===== src/rtl/tff_seq_pkg.sv =====
// Shared encodings for the TFF bank sequencer: command opcodes and FSM states.
package tff_seq_pkg;

  localparam logic [1:0] OP_START = 2'd0;
  localparam logic [1:0] OP_STOP  = 2'd1;
  localparam logic [1:0] OP_STEP  = 2'd2;
  localparam logic [1:0] OP_CLEAR = 2'd3;

  typedef enum logic [1:0] {
    S_IDLE = 2'd0,
    S_RUN  = 2'd1,
    S_STEP = 2'd2,
    S_CLR  = 2'd3
  } state_t;

endpackage


===== src/rtl/tff_toggle_gen.sv =====
// Next-toggle computation for a bank of toggle flip-flops counting modulo mod_r.
// A modulus of 0 stands for 2^WIDTH, which falls out of the wrap-around of mod_r-1.
// Optional down-counting is compiled in with the TFF_SEQ_DOWN_EN macro.
module tff_toggle_gen #(
  parameter int WIDTH = 4
) (
  input  logic [WIDTH-1:0] q_fb,
  input  logic [WIDTH-1:0] mod_r,
`ifdef TFF_SEQ_DOWN_EN
  input  logic             dir,
`endif
  output logic [WIDTH-1:0] t_cnt,
  output logic             wrap
);

  localparam logic [WIDTH-1:0] ONE = WIDTH'(1);

  logic [WIDTH-1:0] last;
  logic [WIDTH-1:0] upT;
  logic             upWrap;

  assign last = mod_r - ONE;

  // Up count: ripple-carry toggles, or toggle every set bit to land on 0 at/after last
  always_comb begin
    logic acc;
    upT    = '0;
    acc    = 1'b1;
    for (int i = 0; i < WIDTH; i++) begin
      upT[i] = acc;
      acc    = acc & q_fb[i];
    end
    upWrap = (q_fb >= last);
    if (upWrap) begin
      upT = q_fb;
    end
  end

`ifdef TFF_SEQ_DOWN_EN
  logic [WIDTH-1:0] dnT;
  logic             dnWrap;

  // Down count: ripple-borrow toggles, load last from 0 or from any out-of-range value
  always_comb begin
    logic acc;
    dnT    = '0;
    acc    = 1'b1;
    for (int i = 0; i < WIDTH; i++) begin
      dnT[i] = acc;
      acc    = acc & ~q_fb[i];
    end
    dnWrap = (q_fb == '0);
    if (dnWrap || (q_fb > last)) begin
      dnT = q_fb ^ last;
    end
  end

  assign t_cnt = dir ? dnT : upT;
  assign wrap  = dir ? dnWrap : upWrap;
`else
  assign t_cnt = upT;
  assign wrap  = upWrap;
`endif

endmodule


===== src/rtl/tff_bank_sequencer.sv =====
// Sequencer driving the toggle inputs of a TFF bank as a mod-M counter.
// Commands START/STOP/STEP/CLEAR arrive over a valid/ready handshake.
// Define TFF_SEQ_DOWN_EN to add the dir input and down-counting.
module tff_bank_sequencer
  import tff_seq_pkg::*;
#(
  parameter int WIDTH   = 4,
  parameter int MOD_RST = 10
) (
  input  logic             clk,
  input  logic             rst_n,
  input  logic             cmd_valid,
  output logic             cmd_ready,
  input  logic [1:0]       cmd_op,
  input  logic [WIDTH-1:0] cmd_mod,
`ifdef TFF_SEQ_DOWN_EN
  input  logic             dir,
`endif
  input  logic [WIDTH-1:0] q_fb,
  output logic [WIDTH-1:0] t_en,
  output logic             busy,
  output logic             tc
);

  localparam logic [WIDTH-1:0] MOD_RST_W = WIDTH'(MOD_RST);

  state_t           state_q;
  logic [WIDTH-1:0] mod_q;
  logic             ready_q;
  logic             busy_q;
  logic             tc_q;
  logic             dir_q;
  logic [WIDTH-1:0] tCnt;
  logic             wrap;
  logic             countEn;
  logic             accept;

  assign accept  = cmd_valid & ready_q;
  assign countEn = (state_q == S_RUN) || (state_q == S_STEP);

  tff_toggle_gen #(
    .WIDTH (WIDTH)
  ) u_toggle_gen (
    .q_fb  (q_fb),
    .mod_r (mod_q),
`ifdef TFF_SEQ_DOWN_EN
    .dir   (dir_q),
`endif
    .t_cnt (tCnt),
    .wrap  (wrap)
  );

  // Toggle enables follow the state: count pattern, clear-to-zero pattern, or hold
  always_comb begin
    t_en = '0;
    if (countEn) begin
      t_en = tCnt;
    end else if (state_q == S_CLR) begin
      t_en = q_fb;
    end
  end

  // Command FSM with registered ready/busy and the terminal-count pulse
  always_ff @(posedge clk or negedge rst_n) begin
    if (!rst_n) begin
      state_q <= S_IDLE;
      mod_q   <= MOD_RST_W;
      ready_q <= 1'b1;
      busy_q  <= 1'b0;
      tc_q    <= 1'b0;
      dir_q   <= 1'b0;
    end else begin
      tc_q <= countEn & wrap;
      case (state_q)
        S_IDLE: begin
          if (accept) begin
            case (cmd_op)
              OP_START: begin
                state_q <= S_RUN;
                mod_q   <= cmd_mod;
`ifdef TFF_SEQ_DOWN_EN
                dir_q   <= dir;
`endif
                busy_q  <= 1'b1;
              end
              OP_STEP: begin
                state_q <= S_STEP;
                mod_q   <= cmd_mod;
`ifdef TFF_SEQ_DOWN_EN
                dir_q   <= dir;
`endif
                ready_q <= 1'b0;
                busy_q  <= 1'b1;
              end
              OP_CLEAR: begin
                state_q <= S_CLR;
                ready_q <= 1'b0;
                busy_q  <= 1'b1;
              end
              default: begin
                state_q <= S_IDLE;
              end
            endcase
          end
        end
        S_RUN: begin
          if (accept) begin
            if (cmd_op == OP_STOP) begin
              state_q <= S_IDLE;
              busy_q  <= 1'b0;
            end else if (cmd_op == OP_CLEAR) begin
              state_q <= S_CLR;
              ready_q <= 1'b0;
            end
          end
        end
        default: begin
          state_q <= S_IDLE;
          ready_q <= 1'b1;
          busy_q  <= 1'b0;
        end
      endcase
    end
  end

  assign cmd_ready = ready_q;
  assign busy      = busy_q;
  assign tc        = tc_q;

endmodule


===== config.mk =====
export PLATFORM = sky130hd
export DESIGN_NAME = tff_bank_sequencer
export DESIGN_NICKNAME = d
export VERILOG_FILES = /design/src/rtl/tff_seq_pkg.sv /design/src/rtl/tff_toggle_gen.sv /design/src/rtl/tff_bank_sequencer.sv
export SDC_FILE = /design/constraint.sdc
export NUM_CORES = 1
export LEC_CHECK = 0
export CORE_MARGIN = 1.5
export CORE_UTILIZATION = 45
export CTS_BUF_LIST = sky130_fd_sc_hd__clkbuf_2 sky130_fd_sc_hd__clkbuf_4 sky130_fd_sc_hd__clkbuf_8
export DETAILED_ROUTE_END_ITERATION = 8
export GPL_TIMING_DRIVEN = 0
export PLACE_DENSITY = 0.77
export SYNTH_ARGS = -nofsm -noshare
export SYNTH_HDL_FRONTEND = slang
export SYNTH_HIERARCHICAL = 1
export SYNTH_SLANG_ARGS = --single-unit

===== constraint.sdc =====
create_clock -name clk -period 2.4 [get_ports clk]
set_input_delay 0.24 -clock clk [delete_from_list [all_inputs] [get_ports clk]]
set_output_delay 0.24 -clock clk [all_outputs]
set_load 0.005 [all_outputs]

* After elaboration in Yosys (flattened, before gate mapping)
Cells that the tools add are included.
** Storage, ports and cells
- Bits of input ports :: 13
- Register bits after elaboration :: 9
- Logic and storage cells :: 55
** Operators by class
- $lt $le $gt $ge :: 1
- Reductions and logical operators :: 10
- Mux-type cells :: 20
- Bitwise gates (word level) :: 4
- Add/subtract/negate cells :: 1
- Equality and inequality tests :: 14
** Operator list (number)
- $mux 4 :: 3
- $ne 2x2->1 const B :: 5
- $mux 1 :: 9
- $eq 2x2->1 const B :: 4
- $mux 2 :: 4
- $pmux 2 s3 :: 1
- $reduce_and 3->1 :: 2
- $reduce_and 5->1 :: 1
- $and 1x1->1 :: 4
- $eq 2x1->1 const B :: 2
- $ge 4x4->1 :: 1
- $logic_not 2->1 :: 2
- $ne 2x1->1 const B :: 2
- $pmux 1 s2 :: 2
- $pmux 2 s2 :: 1
- $reduce_and 4->1 :: 1
- $reduce_or 2->1 :: 2
- $sub 4x1->4 const B :: 1
- $ne 3x1->1 const B :: 1
- $reduce_or 3->1 :: 1
- $logic_or 1x1->1 :: 1

* Longest topological paths before layout
- Depth after elaboration :: 5
- Depth in mapped cells :: 8
- Mapped depth without buffers :: 8

* Hierarchy
The synthesis kept the hierarchy.
** By module, submodules not included
- tff_bank_sequencer :: instances 1, cells an instance 50, area an instance 603.1 sq um
- tff_toggle_gen :: instances 1, cells an instance 23, area an instance 210.2 sq um

* Least setup slack after synthesis
OpenSTA, ideal clock, no wires.
- Path type :: reg2out
- From :: register mod_q[1]
- To :: output port t_en[1]
- Data required time :: 2160 ps
- Slack :: 112 ps
- Cell stages (with the launch flop) :: 8
- Data arrival time :: 2048 ps
- Path through :: dfstp_2 inv_1 ha_1 ha_1 a2111oi_4 a21oi_2 mux2_4 a22o_1
** Between the ends
- Longest elaborated chain between the ends :: 4
** Ends and longest elaborated chain
- from (decl) :: RTL line tff_bank_sequencer.sv:28 : logic [WIDTH-1:0] mod_q;
- from (signal assigned) :: RTL line tff_bank_sequencer.sv:80 : mod_q <= cmd_mod;
- from (signal assigned) :: RTL line tff_bank_sequencer.sv:88 : mod_q <= cmd_mod;
- $sub 4x1->4 :: RTL line tff_toggle_gen.sv:22 : assign last = mod_r - ONE;
- $ge 4x4->1 :: RTL line tff_toggle_gen.sv:33 : upWrap = (q_fb >= last);
- named net wrap :: RTL line tff_bank_sequencer.sv:34 : logic wrap;
- $mux 4 :: RTL line tff_toggle_gen.sv:34 : if (upWrap) begin
- named net tCnt[1] :: RTL line tff_bank_sequencer.sv:33 : logic [WIDTH-1:0] tCnt;
- $mux 4 :: RTL line tff_bank_sequencer.sv:56 : if (countEn) begin
- to (decl) :: RTL line tff_bank_sequencer.sv:20 : output logic [WIDTH-1:0] t_en,
The timed path passes the listed nets, and every way through them passes these cells.

* Final worst setup path
Same ends and word-level chain as after synthesis.

==> metrics.md <==
| Metric | Value |
|---|---|
| GRT Util Overall | 18.16% |
| DR WL/cell | 12.66 um |
| Post-Synthesis Cells | 73 |
| Failing checks | negative setup slack |
| Num CTS Buffers | 3 |
| Critical-path top delay cell | dfstp_2 |
| Clk root buf | clkbuf_4 |
| Number of synthesized flops with an enable pin | 0 |
| Worst-path fanout max | 5 |
| Global placer's final weighted congestion | 0.8030 |
| FF-to-FF path depth | 6 |
| Max-slew headroom | 73.67% |
| Post-Synth XOR/XNOR Area | 2.154% |
| Post-CTS Hold Buffers | 0 |
| Pwr Density | 1425 mW/mm^2 |
| Synthesized flop and latch total | 9 |
| CP Class | register to output pin |
| Synth Area in Adders | 21.54% |
| Skew-Pair Late Insertion Delay | 0.26 ns |
| Core Region | 0.001708 sq mm |
| RSZ-0062 raised after global routing | true |
| H-tree depth | 1 |
| Area Growth Syn to Fin | 36.15% |
| Worst-path clk slew | 0.06 ns |
| Vias per inst | 5.122 |
| RR Endpoint | tc$_DFF_PN0_ |
| Yosys warning count | 6 |
| Initial DRT Pass Iterations | 4 |
| Synth top area cells | ha_1 22%, dfrtp_1 18%, dfstp_2 9.7% |
| Pin count of the biggest net entering global routing | 10 |
| DRC | 0 |
| Synth top cells by count | 14 x ha_1, 11 x inv_1, 6 x dfrtp_1 |
| Worst R2R Setup Slack | 0.61 ns |
| Maximum capacitance violations | 0 |
| Synth top area share | 21.54% |
| Main synth FF type | dfrtp_1 |
| Clk_skew | 0.001814 ns |
| Combinational family with the most area after synthesis | compound AO/OA/AOI/OAI gates |
| Area of the mapped netlist | 813.3 sq um |
| First-pass GRT wire length | 2580 um |
| Post-synthesis mux area share | 10.46% |
| Total gr overflow | 0 |
| Fin nets | 126 |
| Ys async rst share | 100.0% |
| Die area | 0.002071 sq mm |
| Worst reg2reg path startpoint | mod_q[1]$_DFFE_PN1P_ |
| Max Freq | 363.3 MHz |
| Drt initial violations | 7 |
| Floorplan row count | 15 |
| CP dominant cell by count | ha_4 |
| Synthesized area per cell | 11.14 sq um |
| Cell taking the most area after synthesis | ha_1 |
| Post-DRT Antenna Nets | 0 |
| Synth Net Count | 100 |
| Top Ports | 20 |
| Leakage | 0.4959 nW |
| CP Launch Type | register |
| Worst setup EP type | output pin |
| Top-count cell post-synth | ha_1 |
| Final wirelength | 1557 um |
| Simple-gate area share of the yosys netlist | 10.46% |
| Total chip power | 1.578 mW |
| Via count | 630 |
| Post-synthesis sequential area ratio | 28.15% |
| Critical Path RT | 2.16 ns |
| CTS tree | done |
| Die Wd | 45.51 um |
| Final setup vio count | 4 |
| Min cycle time layout | 2.753 ns |
| Peak supply drop | 722.7 uV |
| Pre-CTS setup slack | -0.5548 ns |
| Number of fill cells in the layout | 150 |
| Crit path arrival time | 2.51 ns |
| Min Hold Slack | 0.2626 ns |
| Synth unique cells | 29 |
| Status | finished, violations left |
| Initial antenna violation count | 0 |
| Compound-Gate Fraction of Synth Area | 22.15% |
| Crit-path cells | inv_2, ha_4, ha_4, a2111oi_4, a21oi_4, buf_6, mux2_4, a22o_1, buf_2 |
| Vias in the first global route | 618 |
| Setup WS post-layout | -0.3529 ns |
| Slew Viols, Final | 0 |
| Ratio of cells with drive above 1 in the final layout | 31.63% |
| Die Ht | 45.51 um |
| Diode count | 0 |
| Largest stage delay, worst path | 0.54 ns |
| HP Class | primary input to asynchronous set/reset pin |
| DP Wirelength | 1232 um |
| Sink Count | 9 |
| Starting density of the core | 47.62% |
| Hold Violations, Final | 0 |
| Period utilisation layout | 114.7% |
| Worst-margin pin slew | 0.3938 ns |
| PortBufs | 19 |
| Worst-case clock buffer depth | 2 |
==> final cells by class <==
class | instances | area (sq um) | share of cell area [%]
multi-input combinational | 53 | 589.3 | 53.22
clock inverter | 1 | 5.005 | 0.4520
clock buffer | 3 | 22.52 | 2.034
sequential | 9 | 229.0 | 20.68
tap | 25 | 31.28 | 2.825
inverter | 11 | 41.29 | 3.729
timing repair buffer | 21 | 188.9 | 17.06
==> state kept, by name, indices dropped and copies added (netlist names) <==
signal and flops:
tc 1, mod_q 4, busy 1, state_q 2, cmd_ready 1
==> where the power goes <==
group / internal, mW / switching [mW]
registers: 0.249 / 0.0648
logic: 0.660 / 0.486
clock network: 0.0617 / 0.0569
==> worst max-delay path by stage <==
stage / start / to / cells past startpoint
finish: mod_q[1]$_DFFE_PN1P_ / t_en[1] / 9
global route: mod_q[1]$_DFFE_PN1P_ / t_en[1] / 9
CTS: mod_q[1]$_DFFE_PN1P_ / t_en[1] / 9
detailed placement: q_fb[0] / t_en[1] / 9
global placement: q_fb[0] / t_en[1] / 9
floorplan: mod_q[1]$_DFFE_PN1P_ / t_en[1] / 7
==> stage by stage <==
step | utilization, % | setup TNS (ns) | std cells | cell area [sq um]
5_1_grt | 64.84 | -1.060 | 123 | 1107
4_1_cts | 65.13 | -0.8197 | 123 | 1112
3_3_place_gp | 60.59 | -1.730 | 117 | 1035
6_report | 64.84 | -0.7354 | 123 | 1107
2_1_floorplan | - | 0 | 73 | 813.3
3_5_place_dp | 60.59 | -1.823 | 117 | 1035
==> logic make-up (layout without fill, tap and decap cells) <==
group                      after synthesis  count (layout)
AOI/OAI and AO/OA                       17              17
muxes                                    7               7
buffers and inverters                   11              36
xor gates and xnor gates                 2               2
and+or+nand+nor                         13              13
DFF                                      9               9
adders and majority gates               14              14
==> routing by layer <==
layer	global-route usage [%]	wire length, um	vias to the layer above
li1	-	-	310
met1	21.48	686	299
met2	29.30	777	19
met3	7.143	80	2
met4	7.059	13	0
met5	0	0	-
==> critical path: cells and delay by family (launching register included) <==
kind,cells,cell delay (ns)
buf+inv,3,0.29
fa+ha+maj,2,0.45
flops,1,0.54
mux,1,0.28
compound gates,3,0.68
==> cell usage in the layout, fill, tap and decap left out, types with 3 or more instances in the layout <==
| cell | instances |
|---|---|
| a22o_1 | 4 |
| buf_2 | 3 |
| clkbuf_4 | 3 |
| clkdlybuf4s50_1 | 15 |
| dfrtp_1 | 6 |
| dfstp_2 | 3 |
| ha_1 | 10 |
| inv_1 | 10 |
| mux2_1 | 4 |
| o22a_1 | 3 |
==> what timing repair did <==
item,CTS,global route
setup endpoints to repair,4,4
pin swaps,6,5
gates resized for setup,23,1
setup buffers,2,0
Power figures use the tool's default switching activity.
